$ cat src/rtl/core_ctrl.sv
// Multi-cycle RV32I control FSM: fetch, decode, execute, memory access, writeback.
// Define CTRL_ILLEGAL_TRAP_EN to trap on illegal instructions instead of retiring them as NOPs.
module core_ctrl #(
  parameter int unsigned XLEN              = 32,
  parameter bit          RESET_STATE_FETCH = 1'b1
) (
  input  logic            clk_i,
  input  logic            rst_ni,
  input  logic            start_i,
  input  logic [XLEN-1:0] instr_i,
  input  logic            zero_i,
  input  logic            mem_ack_i,
  output logic            mem_req_o,
  output logic            mem_we_o,
  output logic            mem_addr_sel_o,
  output logic            ir_we_o,
  output logic            mdr_we_o,
  output logic [11:0]     alu_op_o,
  output logic            opr2_sel_o,
  output logic            rf_we_o,
  output logic            wb_sel_o,
  output logic            pc_we_o,
  output logic [1:0]      pc_sel_o,
  output logic            retire_o,
  output logic            illegal_o
);

  localparam logic [6:0] OpR      = 7'b0110011;
  localparam logic [6:0] OpImm    = 7'b0010011;
  localparam logic [6:0] OpLoad   = 7'b0000011;
  localparam logic [6:0] OpStore  = 7'b0100011;
  localparam logic [6:0] OpBranch = 7'b1100011;
  localparam logic [6:0] OpJal    = 7'b1101111;
  localparam logic [6:0] OpJalr   = 7'b1100111;
  localparam logic [6:0] OpLui    = 7'b0110111;
  localparam logic [6:0] OpAuipc  = 7'b0010111;

  typedef enum logic [2:0] {
    StIdle, StFetch, StDecode, StExecute, StMem, StWriteback, StTrap
  } state_e;

  state_e state_q, state_d;

  logic [6:0]  opcode;
  logic [2:0]  funct3;
  logic [4:0]  rd;
  logic        is_load, is_store, is_branch, is_jal, is_jalr, f3_forced;
  logic        legal, opr2_imm;
  logic [11:0] alu_op_dec;
  logic        unused_instr;

  assign opcode       = instr_i[6:0];
  assign funct3       = instr_i[14:12];
  assign rd           = instr_i[11:7];
  assign unused_instr = ^{instr_i[XLEN-1:31], instr_i[29:15]};

  assign is_load   = (opcode == OpLoad);
  assign is_store  = (opcode == OpStore);
  assign is_branch = (opcode == OpBranch);
  assign is_jal    = (opcode == OpJal);
  assign is_jalr   = (opcode == OpJalr);
  assign f3_forced = (opcode == OpLui) || (opcode == OpAuipc) || is_jal || is_jalr;
  assign opr2_imm  = (opcode == OpImm) || is_load || is_store || (opcode == OpLui) ||
                     (opcode == OpAuipc);

  // b11 selects SUB/SRA for register ops, b10 selects SRAI for immediate shifts.
  assign alu_op_dec = {(opcode == OpR) & instr_i[30],
                       (opcode == OpImm) & (funct3 == 3'b101) & instr_i[30],
                       f3_forced ? 3'b000 : funct3,
                       opcode};

  always_comb begin
    legal = 1'b0;
    case (opcode)
      OpR, OpImm, OpJal, OpJalr, OpLui, OpAuipc: legal = 1'b1;
      OpLoad:   legal = (funct3 != 3'b011) && (funct3 != 3'b110) && (funct3 != 3'b111);
      OpStore:  legal = (funct3 == 3'b000) || (funct3 == 3'b001) || (funct3 == 3'b010);
      OpBranch: legal = (funct3 != 3'b010) && (funct3 != 3'b011);
      default:  legal = 1'b0;
    endcase
  end

  always_ff @(posedge clk_i or negedge rst_ni) begin
    if (!rst_ni) begin
      if (RESET_STATE_FETCH) state_q <= StFetch;
      else                   state_q <= StIdle;
    end else begin
      state_q <= state_d;
    end
  end

  // Outputs are gated by rst_ni so a pending request drops the moment reset asserts.
  always_comb begin
    state_d        = state_q;
    mem_req_o      = 1'b0;
    mem_we_o       = 1'b0;
    mem_addr_sel_o = 1'b0;
    ir_we_o        = 1'b0;
    mdr_we_o       = 1'b0;
    alu_op_o       = 12'h000;
    opr2_sel_o     = 1'b0;
    rf_we_o        = 1'b0;
    wb_sel_o       = 1'b0;
    pc_we_o        = 1'b0;
    pc_sel_o       = 2'd0;
    retire_o       = 1'b0;
    illegal_o      = 1'b0;
    if (rst_ni) begin
      unique case (state_q)
        StIdle: begin
          if (start_i) state_d = StFetch;
        end
        StFetch: begin
          mem_req_o = 1'b1;
          if (mem_ack_i) begin
            ir_we_o = 1'b1;
            state_d = StDecode;
          end
        end
        StDecode: begin
          alu_op_o   = alu_op_dec;
          opr2_sel_o = opr2_imm;
          if (legal) begin
            state_d = StExecute;
          end else begin
`ifdef CTRL_ILLEGAL_TRAP_EN
            state_d = StTrap;
`else
            pc_we_o  = 1'b1;
            retire_o = 1'b1;
            state_d  = StFetch;
`endif
          end
        end
        StExecute: begin
          alu_op_o   = alu_op_dec;
          opr2_sel_o = opr2_imm;
          if (is_load || is_store) begin
            state_d = StMem;
          end else if (is_branch) begin
            pc_we_o  = 1'b1;
            pc_sel_o = zero_i ? 2'd1 : 2'd0;
            retire_o = 1'b1;
            state_d  = StFetch;
          end else begin
            state_d = StWriteback;
          end
        end
        StMem: begin
          alu_op_o       = alu_op_dec;
          opr2_sel_o     = opr2_imm;
          mem_req_o      = 1'b1;
          mem_addr_sel_o = 1'b1;
          mem_we_o       = is_store;
          if (mem_ack_i) begin
            if (is_store) begin
              pc_we_o  = 1'b1;
              retire_o = 1'b1;
              state_d  = StFetch;
            end else begin
              mdr_we_o = 1'b1;
              state_d  = StWriteback;
            end
          end
        end
        StWriteback: begin
          alu_op_o   = alu_op_dec;
          opr2_sel_o = opr2_imm;
          rf_we_o    = (rd != 5'd0);
          wb_sel_o   = is_load;
          pc_we_o    = 1'b1;
          pc_sel_o   = is_jal ? 2'd1 : (is_jalr ? 2'd2 : 2'd0);
          retire_o   = 1'b1;
          state_d    = StFetch;
        end
        StTrap: begin
`ifdef CTRL_ILLEGAL_TRAP_EN
          illegal_o = 1'b1;
`endif
        end
        default: state_d = StIdle;
      endcase
    end
  end

endmodule

$ cat config.mk
export PLATFORM = sky130hd
export DESIGN_NAME = core_ctrl
export DESIGN_NICKNAME = d
export VERILOG_FILES = /design/src/rtl/core_ctrl.sv
export SDC_FILE = /design/constraint.sdc
export NUM_CORES = 1
export LEC_CHECK = 0
export ABC_AREA = 0
export BUFFER_PORTS_ARGS = -buffer_cell sky130_fd_sc_hd__buf_2
export CAP_MARGIN = 0
export CORE_MARGIN = 3
export CORE_UTILIZATION = 35
export CTS_CLUSTER_SIZE = 40
export DETAILED_ROUTE_END_ITERATION = 12
export PLACE_DENSITY = 0.82
export SYNTH_ARGS = -nofsm -noshare
export SYNTH_HDL_FRONTEND = slang
export SYNTH_SLANG_ARGS = --single-unit
$ cat constraint.sdc
create_clock -name clk_i -period 4.04 [get_ports clk_i]
set_clock_uncertainty 0.15 [all_clocks]
set_input_delay 0.202 -clock clk_i [delete_from_list [all_inputs] [get_ports clk_i]]
set_output_delay 0.202 -clock clk_i [all_outputs]
set_load 0.05 [all_outputs]
# Yosys cells after proc, flatten, opt, wreduce, memory -nomap -nowiden
# Cells that the tools add are included.
dict set report word_totals {
  reg_bits 3
  input_bits 37
  out_inout_bits 25
  wordCells 95
}
dict set report classes {
  eq_ne 25
  n_mux 45
  bitwise 4
  reduce_logical 20
}
# operator n
set op_table {}
lappend op_table {{1-bit two-way mux} 28}
lappend op_table {{12-bit two-way mux} 2}
lappend op_table {{7-bit by 6-bit equality test with 1-bit output, second input constant} 3}
lappend op_table {{7-bit equality test, second input constant} 3}
lappend op_table {{3-bit two-way mux} 7}
lappend op_table {{3-bit case mux with 7 select lines} 1}
lappend op_table {{7-bit by 5-bit equality test with 1-bit output, second input constant} 2}
lappend op_table {{3-bit equality test, second input constant} 4}
lappend op_table {{1-bit logical OR} 10}
lappend op_table {{3-bit by 2-bit equality test with 1-bit output, second input constant} 3}
lappend op_table {{2-bit two-way mux} 4}
lappend op_table {{1-bit case mux with 4 select lines} 2}
lappend op_table {{7-bit by 2-bit equality test with 1-bit output, second input constant} 1}
lappend op_table {{3-bit by 1-bit equality test with 1-bit output, second input constant} 2}
lappend op_table {{3-bit logical NOT} 2}
lappend op_table {{2-bit != test, second input constant} 3}
lappend op_table {{3-bit by 2-bit != test with 1-bit output, second input constant} 2}
lappend op_table {{3-bit != test, second input constant} 2}
lappend op_table {{6-bit OR reduction} 1}
lappend op_table {{5-bit AND reduction} 1}
lappend op_table {{5-bit nonzero test} 1}
lappend op_table {{2-bit case mux with 2 select lines} 1}
lappend op_table {{4-bit OR reduction} 1}
lappend op_table {{1-bit AND} 3}
lappend op_table {{3 further kinds} 5}

# Depth between registers and ports, before layout
# Gate-level depths: netlist of the first run.
dict set report logic_depth {
  depth_word 7
  mapped_depth 6
  depth_no_buf 5
}

# Least setup slack after synthesis of the first run
# No wires, ideal clock.
dict set report synth_path {
  path_kind {reg2out}
  start {register state_q[1]}
  end {output port opr2_sel_o}
  arrival_time_ns 3.384
  required_ns 3.688
  setup_slack_ns 0.304
  path_stages_with_launch 4
  path_buffers 0
  path_cell_list {dfrtp_1 > ha_1 > nand2_1 > a2111oi_0}
}
dict set report synth_via {
  elab_chain_len 4
  word_cells_on_any_way 7
  classes_between {eq/ne (4); mux (2); reduce/logical (1)}
}
# element line_no
set synth_rtl {}
lappend synth_rtl {{start: declaration} 42} ;# state_e state_q, state_d;
lappend synth_rtl {{start signal: assignment} 85} ;# if (RESET_STATE_FETCH) state_q <= StFetch;
lappend synth_rtl {{start signal: assignment} 86} ;# else state_q <= StIdle;
lappend synth_rtl {{start signal: assignment} 88} ;# state_q <= state_d;
lappend synth_rtl {{3-bit equality test / 3-bit by 2-bit equality test with 1-bit output (equally long branches)} 109} ;# unique case (state_q)
lappend synth_rtl {{4-bit OR reduction (no line) (*)} --}
lappend synth_rtl {{1-bit two-way mux (*)} 109}
lappend synth_rtl {{1-bit two-way mux (*)} 108} ;# if (rst_ni) begin
lappend synth_rtl {{end: declaration} 19} ;# output logic opr2_sel_o,
# Mark *: on every way between the ends. The rest lies on a longest branch, timed or not.

# Final worst setup path of the first run
dict set report layout_path {
  start {register state_q[1]}
  end {output port alu_op_o[10]}
}
dict set report layout_via {
  elab_chain_len 4
  word_cells_on_any_way 7
  classes_between {eq/ne (4); mux (2); reduce/logical (1)}
}
# element line_no
set layout_rtl {}
lappend layout_rtl {{3-bit equality test / 3-bit by 2-bit equality test with 1-bit output (equally long branches)} 109}
lappend layout_rtl {{4-bit OR reduction (no line) (*)} --}
lappend layout_rtl {{12-bit two-way mux (*)} 109}
lappend layout_rtl {{12-bit two-way mux (*)} 108}
lappend layout_rtl {{end: declaration} 18} ;# output logic [11:0] alu_op_o,
# Marked as above.

==> results.json, run 1 <==
{
  "outcome": "complete, no violations",
  "n_fill_cell": 191,
  "start_util_pct": 38.53,
  "cap_viol_max_count": 0,
  "cp-start-kind": "register",
  "drt_pass1_iterations": 4,
  "setup_viol": 0,
  "p_leak_nw": 0.4771,
  "ys_warn_count": 0,
  "final_common_cell": "buf_2",
  "clockRootBuffer": "clkbuf_4",
  "fin_tns_setup_ps": 0,
  "irDropWorstVdd_v": 0.0002810,
  "ant_nets": 0,
  "area_growth_pct": 35.52,
  "drive_above_1_share_pct": 36.11,
  "pin_count": 62,
  "powerDensity_mw_per_mm2": 577.7,
  "layout_common_cells": "44 x buf_2, 16 x nor2_1, 7 x nor3_1",
  "post-route-period-util_pct": 63.76,
  "routed_via_density": 5.651,
  "critPathMaxFanout": 16,
  "insertedDiodeCount": 0,
  "cp_data_arrival_time_ps": 2220,
  "yosys.cell_types.count": 46,
  "regMostFlops": "state_q",
  "cp_cell_sequence": "ha_1 > nand2_1 > nor2_1 > nand4b_1 > nor4_1 > buf_2",
  "slew_violations": 0,
  "coreArea_mm2": 0.001783,
  "drtIter0Drc": 33,
  "top_regs": "state_q (3)",
  "yosys.area.top_type": "nor2_1",
  "io_buffers": 44,
  "required_ps": 3690,
  "cts_made_buffers": 3,
  "worst_path_largest_cell_delay_ps": 520,
  "synth-main-ff-cell": "dfrtp_1",
  "drc_errors": 0,
  "fmax_mhz": 388.2,
  "fp-row-count": 15,
  "place_congestion": 0.9030,
  "syn_area_per_cell_um2": 6.734,
  "yosys-top-cells-area": "nor2_1 8.7%, dfrtp_1 7.3%, nor3_1 5.1%, and3_1 4.6%, dfstp_2 3.8%",
  "slowest_stage": "dfrtp_1",
  "path_clk_slew_ps": 30,
  "grt_pass1_vias": 828,
  "rsz0062_at_grt": "no",
  "syn_area_um2": 686.9,
  "dp_hpwl_um": 1729,
  "critPathKind": "reg2out",
  "clock_latency_ps": 230,
  "ys_seq_elements": 3,
  "die_h_um": 50.30,
  "async_flop_share_pct": 100.0,
  "syn_nets": 140,
  "post-route-min-period_ps": 2576,
  "fin_nets": 183,
  "antenna_found_initial": 0,
  "postSynthCellCount": 102,
  "grt.overflow.total": 0,
  "clock_sink_count": 3,
  "fin_util_pct": 52.21,
  "clock_path_buffers": 2,
  "cts_resized": 0,
  "largest_reg_flops": 3,
  "wl_um": 2202,
  "grt_use_total_pct": 17.16,
  "synth_top_area_share_pct": 8.743,
  "hp-class": "in2async",
  "synth_edf_count": 0,
  "grt_max_degree": 17,
  "wl_per_cell_um": 13.03,
  "hold_viol": 0,
  "die_w_um": 50.30,
  "cts_tree": "yes",
  "ys_seq_area_share_pct": 11.11,
  "h-tree-depth": 1,
  "die-area_mm2": 0.002530,
  "crit_path_end_kind": "output pin",
  "route.vias.total": 955,
  "grt_pass1_wl_um": 3491
}
power by group:
group / switching (W) / internal (W)
Clock: 0.0000152 / 0.0000370
Sequential: 0.0000466 / 0.0000487
Combinational: 0.000267 / 0.000124
per-layer routing:
metal  vias to the layer above  GRT usage [%]  routed length [µm]
li1                        464              -                   -
met1                       446          20.61                 845
met3                         2          2.967                 169
met2                        43          30.65                1181
met5                         -              0                   0
met4                         0          5.381                   6
through the flow:
stage	std cells	total power, W	setup slack (ps)	cell area [µm²]	hold slack [ps]
4_1_cts	169	0.0005367	1484	930.9	209.1
5_1_grt	169	0.0005811	1251	930.9	255.9
6_report	169	0.0005378	1464	930.9	232.1
2_1_floorplan	102	0.0004017	303.7	686.9	-243.6
3_3_place_gp	164	0.0004718	1752	894.6	-81.14
3_5_place_dp	164	0.0004805	1734	894.6	-77.26
timing repair:
action | in CTS | in global routing
setup buffers | 0 | 0
hold endpoints to repair | 3 | 0
hold buffers | 1 | 0
worst max-delay path, delay by kind of cell, from the launching register on:
kind | cells | cell delay, ps
AND/OR/NAND/NOR | 4 | 740
flip-flops | 1 | 520
adder cells (fa/ha/maj) | 1 | 430
buffers and inverters | 1 | 310
Yosys cell counts (all sizes together) (2+ instances only):
| cell | number |
|---|---|
| or2 | 2 |
| nor4 | 4 |
| nand2b | 4 |
| a21oi | 4 |
| inv | 6 |
| nor2 | 17 |
| a2111oi | 2 |
| nand3b | 2 |
| o21ai | 2 |
| or4b | 2 |
| nor2b | 2 |
| o22ai | 2 |
| nand2 | 4 |
| nand3 | 3 |
| clkbuf | 2 |
| nor3 | 7 |
| and3 | 5 |
| nand4b | 2 |
| and2 | 4 |
| dfrtp | 2 |
| buf | 5 |
cell type report:
class	instances	area, µm²	share of cell area [%]
Clock buffer	4	26.28	2.823
Inverter	6	22.52	2.419
Multi-Input combinational cell	86	544.3	58.47
Sequential cell	3	76.32	8.199
Tap cell	25	31.28	3.360
Timing Repair Buffer	45	230.2	24.73
cell families (layout without fill, tap and decap cells):
logic type / Yosys count / in the layout / synth area share [%]
buffers and inverters: 13 / 55 / 9.653
DFF: 3 / 3 / 11.11
AOI/OAI and AO/OA: 20 / 20 / 22.40
xor gates and xnor gates: 1 / 1 / 1.275
and+or+nand+nor: 63 / 63 / 53.18
adders and majority gates: 1 / 1 / 1.821
other: 1 / 1 / 0.5459
final timing paths:
path,slack [ps],to,startpoint,cells after the start
max,1460,alu_op_o[10],state_q[1],6
min,230,state_q[2],rst_ni,2
max reg2reg,2060,state_q[0],state_q[0],4
min reg2reg,610,state_q[2],state_q[2],1
max in group asynchronous,3250,state_q[0],rst_ni,2
min in group clk_i,300,state_q[0],start_i,5
Power figures use the tool's default switching activity.
==> run 2: changes to the inputs <==
clock period = 2.5 ns   (was 4.04 ns; I/O delays follow)
==> run 2 against run 1 <==
Final area increased by 8.1%; routed wire length fell by 1.0%; non-clock buffer count up 3; register-to-register slack got worse by 1500 ps; global-route usage increased by 0.94 points; count of clock-buffer cells in the layout unchanged; largest cell class unchanged.
==> results.json, run 2 (synthesis results as in run 1) <==
{
  "slowest_stage": "dfrtp_1",
  "grt_max_degree": 15,
  "critPathMaxFanout": 5,
  "cp-start-kind": "register",
  "final_common_cell": "buf_2",
  "crit_path_end_kind": "output pin",
  "drt-met1-wl_um": 931,
  "r2r.worst_path.cells": 4,
  "p_switching_w": 0.0005538,
  "cts_tree": "yes",
  "cp_data_arrival_time_ps": 2110,
  "cts_setup_buffers": 0,
  "cp_top_family": "simple AND/OR/NAND/NOR gates",
  "clockRootBuffer": "clkbuf_4",
  "die_h_um": 50.30,
  "final_area_mm2": 0.001006,
  "whs_ps": 127.6,
  "power_frac_seq_pct": 13.5,
  "coreArea_mm2": 0.001783,
  "post-route-period-util_pct": 95.28,
  "antenna_found_initial": 0,
  "crit_end": "alu_op_o[10]",
  "start_util_pct": 38.53,
  "hold_viol": 0,
  "layout_common_cells": "40 x buf_2, 15 x nor2_1, 7 x nor3_1",
  "top_regs": "state_q (3)",
  "setup_viol": 0,
  "grt.overflow.total": 0,
  "path_clk_slew_ps": 30,
  "wl_met2_um": 1079,
  "cap_viol_max_count": 0,
  "drt_pass1_iterations": 4,
  "fmax_mhz": 419.8,
  "io_buffers": 44,
  "ant_nets": 0,
  "drtIter0Drc": 29,
  "r2r_end": "state_q[2]",
  "grt_pass1_vias": 820,
  "powerDensity_mw_per_mm2": 920.6,
  "regMostFlops": "state_q",
  "clock_path_buffers": 2,
  "clock_sink_count": 3,
  "post-route-min-period_ps": 2382,
  "routed_via_density": 5.413,
  "drc_errors": 0,
  "cp_cell_sequence": "ha_1 > nand2_1 > nor2_4 > nand4b_1 > nor4_4 > buf_2",
  "place_congestion": 0.8311,
  "irDropWorstVdd_v": 0.0004772,
  "cts_made_buffers": 3,
  "h-tree-depth": 1,
  "place_ws_ps": 347.9,
  "area_growth_pct": 46.45,
  "hp-class": "in2async",
  "critPathKind": "reg2out",
  "p_leak_nw": 0.4996,
  "insertedDiodeCount": 0,
  "pin_count": 62,
  "drive_above_1_share_pct": 40.82,
  "dp_hpwl_um": 1723,
  "outcome": "complete, no violations",
  "p_sw_share_pct": 59.80,
  "rsz0062_at_grt": "no",
  "post-place-cells": 167,
  "p_total_w": 0.0009261,
  "instances_no_fill": 172,
  "critical_path_depth": 6,
  "fin_nets": 186,
  "p_clk_share_pct": 9.8,
  "largest_reg_flops": 3,
  "worst_path_largest_cell_delay_ps": 420,
  "pwr-share-comb_pct": 76.7,
  "die_w_um": 50.30,
  "fin_ws_ps": 118.0,
  "path_buf_inv": 1,
  "fp-row-count": 15,
  "route.vias.total": 931,
  "die-area_mm2": 0.002530,
  "wl_per_cell_um": 12.67,
  "n_fill_cell": 159,
  "crit_path_start": "state_q[2]",
  "grt_pass1_wl_um": 3657,
  "slew_violations": 0,
  "intPower_w": 0.0003723,
  "clock_latency_ps": 250,
  "route.met3.wl_um": 133,
  "r2r_slack_ps": 530,
  "grt_use_total_pct": 18.10,
  "dpl_cell_area_um2": 959.7,
  "required_ps": 2230,
  "reg2reg_from": "state_q[0]",
  "top_layer_used": "met4",
  "wl_um": 2179
}
==> run 2: worst min-delay path by stage <==
stage                start    endpoint  slack, ps  cells after the start
global placement    rst_ni  state_q[2]       -160                      1
CTS                 rst_ni  state_q[2]        120                      2
global route        rst_ni  state_q[2]        150                      2
detailed placement  rst_ni  state_q[2]       -160                      1
floorplan           rst_ni  state_q[1]       -320                      0
finish              rst_ni  state_q[1]        130                      2
==> run 2: area by class of cell <==
cell class | count | area [µm²] | share of cell area, %
clock buffer | 4 | 26.28 | 2.612
inverter | 6 | 22.52 | 2.239
multi-input combinational | 86 | 586.8 | 58.33
sequential | 3 | 76.32 | 7.587
tap | 25 | 31.28 | 3.109
timing repair buffer | 48 | 262.8 | 26.12
==> run 2: worst reg2reg max path, cell delays in order (launching register included) <==
cell and delay (ps):
dfstp_2 640, inv_1 140, o41a_1 470, and2_1 190, a32o_1 250
==> run 2: power by group through the flow <==
stage          Sequential [W]  Clock (W)  Combinational [W]
6_report             0.000125  0.0000912           0.000710
5_1_grt              0.000130   0.000103           0.000766
4_1_cts              0.000123  0.0000953           0.000706
3_5_place_dp         0.000124          0           0.000704
3_3_place_gp         0.000123          0           0.000690
2_1_floorplan       0.0000937          0           0.000570
==> run 2: metrics by stage <==
| step | setup TNS, ps | utilization [%] |
|---|---|---|
| finish | 0 | 56.42 |
| global route | 0 | 56.42 |
| CTS | 0 | 55.86 |
| detailed placement | 0 | 53.82 |
| global placement | 0 | 53.82 |
| floorplan | -177.2 | - |
==> run 2: repair_timing <==
action                                  4_1_cts  5_1_grt
hold endpoints to repair                      3        0
hold buffers                                  1        0
gates resized for setup                       0        5
endpoints found under the setup margin        0        4
==> run 2: layer usage <==
metal / vias to the layer above / global-route usage, %
met5: - / 0
met1: 421 / 22.08
met3: 4 / 3.264
li1: 467 / -
met4: 0 / 6.726
met2: 39 / 31.30
==> run 3: changes to the inputs <==
PLACE_DENSITY = 0.76   (was 0.82)
==> run 3 against run 2 <==
Routed wire length fell by 1.0%; critical path type unchanged; sequential share of layout area rose by 0.076 points; combinational power rose by 0.6%; critical path depth did not move; global-route usage fell by 0.69 points; count of clock-buffer cells in the layout did not move; sequential cell count did not move; maximum frequency rose by 3.4%; hold slack improved by 8.6 ps; power fell by 1.3%; non-clock buffer count did not move; largest power group unchanged; utilization fell by 0.56 points; critical endpoint unchanged.
==> results.json, run 3 (synthesis results as in run 1) <==
{
  "post-route-min-period_ps": 2304,
  "fp-row-count": 15,
  "wl_um": 2157,
  "cp_cell_sequence": "ha_1 > nand2_1 > nor2_4 > nand4b_1 > nor4_4 > buf_2",
  "ant_nets": 0,
  "top_regs": "state_q (3)",
  "path_buf_inv": 1,
  "setup_viol": 0,
  "place_congestion": 0.8065,
  "crit_path_end_kind": "output pin",
  "routed_via_density": 5.273,
  "p_leak_nw": 0.5018,
  "die-area_mm2": 0.002530,
  "required_ps": 2230,
  "cts_tree": "yes",
  "post-route-period-util_pct": 92.15,
  "cts_resized": 0,
  "irDropWorstVdd_v": 0.0006675,
  "cap_viol_max_count": 0,
  "grt_max_degree": 15,
  "critPathMaxFanout": 5,
  "clock_sink_count": 3,
  "cp_top_family": "simple AND/OR/NAND/NOR gates",
  "hp-class": "in2async",
  "regMostFlops": "state_q",
  "pin_count": 62,
  "largest_reg_flops": 3,
  "slowest_stage": "dfrtp_1",
  "hold_viol": 0,
  "worst_path_largest_cell_delay_ps": 380,
  "drive_above_1_share_pct": 40.82,
  "n_fill_cell": 173,
  "h-tree-depth": 1,
  "outcome": "complete, no violations",
  "grt.overflow.total": 0,
  "start_util_pct": 38.53,
  "grt_pass1_wl_um": 3519,
  "grt_pass1_vias": 847,
  "p_total_w": 0.0009138,
  "antenna_found_initial": 0,
  "final_common_cell": "buf_2",
  "fmax_mhz": 434.1,
  "powerDensity_mw_per_mm2": 917.5,
  "clock_path_buffers": 2,
  "wl_per_cell_um": 12.54,
  "area_growth_pct": 44.99,
  "fin_util_pct": 55.86,
  "path_clk_slew_ps": 40,
  "route.vias.total": 907,
  "die_h_um": 50.30,
  "insertedDiodeCount": 0,
  "die_w_um": 50.30,
  "drtIter0Drc": 15,
  "clock_latency_ps": 230,
  "slew_violations": 0,
  "dp_hpwl_um": 1747,
  "rsz0062_at_grt": "no",
  "coreArea_mm2": 0.001783,
  "cp_data_arrival_time_ps": 2030,
  "grt_use_total_pct": 17.41,
  "whs_ps": 136.2,
  "layout_common_cells": "44 x buf_2, 15 x nor2_1, 7 x nor3_1",
  "critPathKind": "reg2out",
  "io_buffers": 44,
  "cp-start-kind": "register",
  "fin_nets": 186,
  "cts_made_buffers": 3,
  "drt_pass1_iterations": 4,
  "drc_errors": 0,
  "clockRootBuffer": "clkbuf_4"
}
[run 3: cell types whose count changed in the layout (fill, tap and decap cells not counted), sizes merged]
| cell | previous run | this run |
|---|---|---|
| buf | 44 | 47 |
| clkbuf | 7 | 4 |
[run 3: routing by layer]
metal  up-vias  track usage (%)  wire length, µm
li1        463                -                -
met1       411            20.43              939
met2        31            31.09             1083
met3         2            2.077              116
met4         0            8.072               17
met5         -                0                0
[run 3: cell type report]
class,instances,area (µm²),area share [%]
multi-input combinational,86,586.8,58.92
timing repair buffer,48,252.7,25.38
sequential,3,76.32,7.663
tap,25,31.28,3.141
clock buffer,4,26.28,2.638
inverter,6,22.52,2.261
[run 3: what timing repair did]
action,4_1_cts,5_1_grt
hold buffers,1,0
endpoints found under the hold margin,3,0
setup buffers,0,0
[run 3: per-stage QoR]
step,cells,area [µm²],setup WS [ps],setup TNS (ps)
3_3_place_gp,167,959.7,463.4,0
2_1_floorplan,102,729.5,-177.2,-177.2
6_report,172,996.0,196.4,0
4_1_cts,172,996.0,186.5,0
5_1_grt,172,996.0,84.92,0
3_5_place_dp,167,959.7,444.1,0
[run 3: final timing paths]
kind	from	end	slack, ps	depth (start not counted)
setup / recovery	state_q[2]	alu_op_o[10]	200	6
hold / removal	rst_ni	state_q[2]	140	2
setup reg to reg	state_q[0]	state_q[0]	510	4
hold reg to reg	state_q[2]	state_q[2]	560	2
max in group asynchronous	rst_ni	state_q[0]	1810	2
min in group clk_i	instr_i[3]	state_q[2]	240	3
[run 3: power breakdown]
part	leakage, nW	switching (W)	total (W)	internal (W)
Clock	0.0150	0.0000236	0.0000833	0.0000597
Sequential	0.0367	0.0000367	0.000116	0.0000794
Combinational	0.450	0.000484	0.000714	0.000230
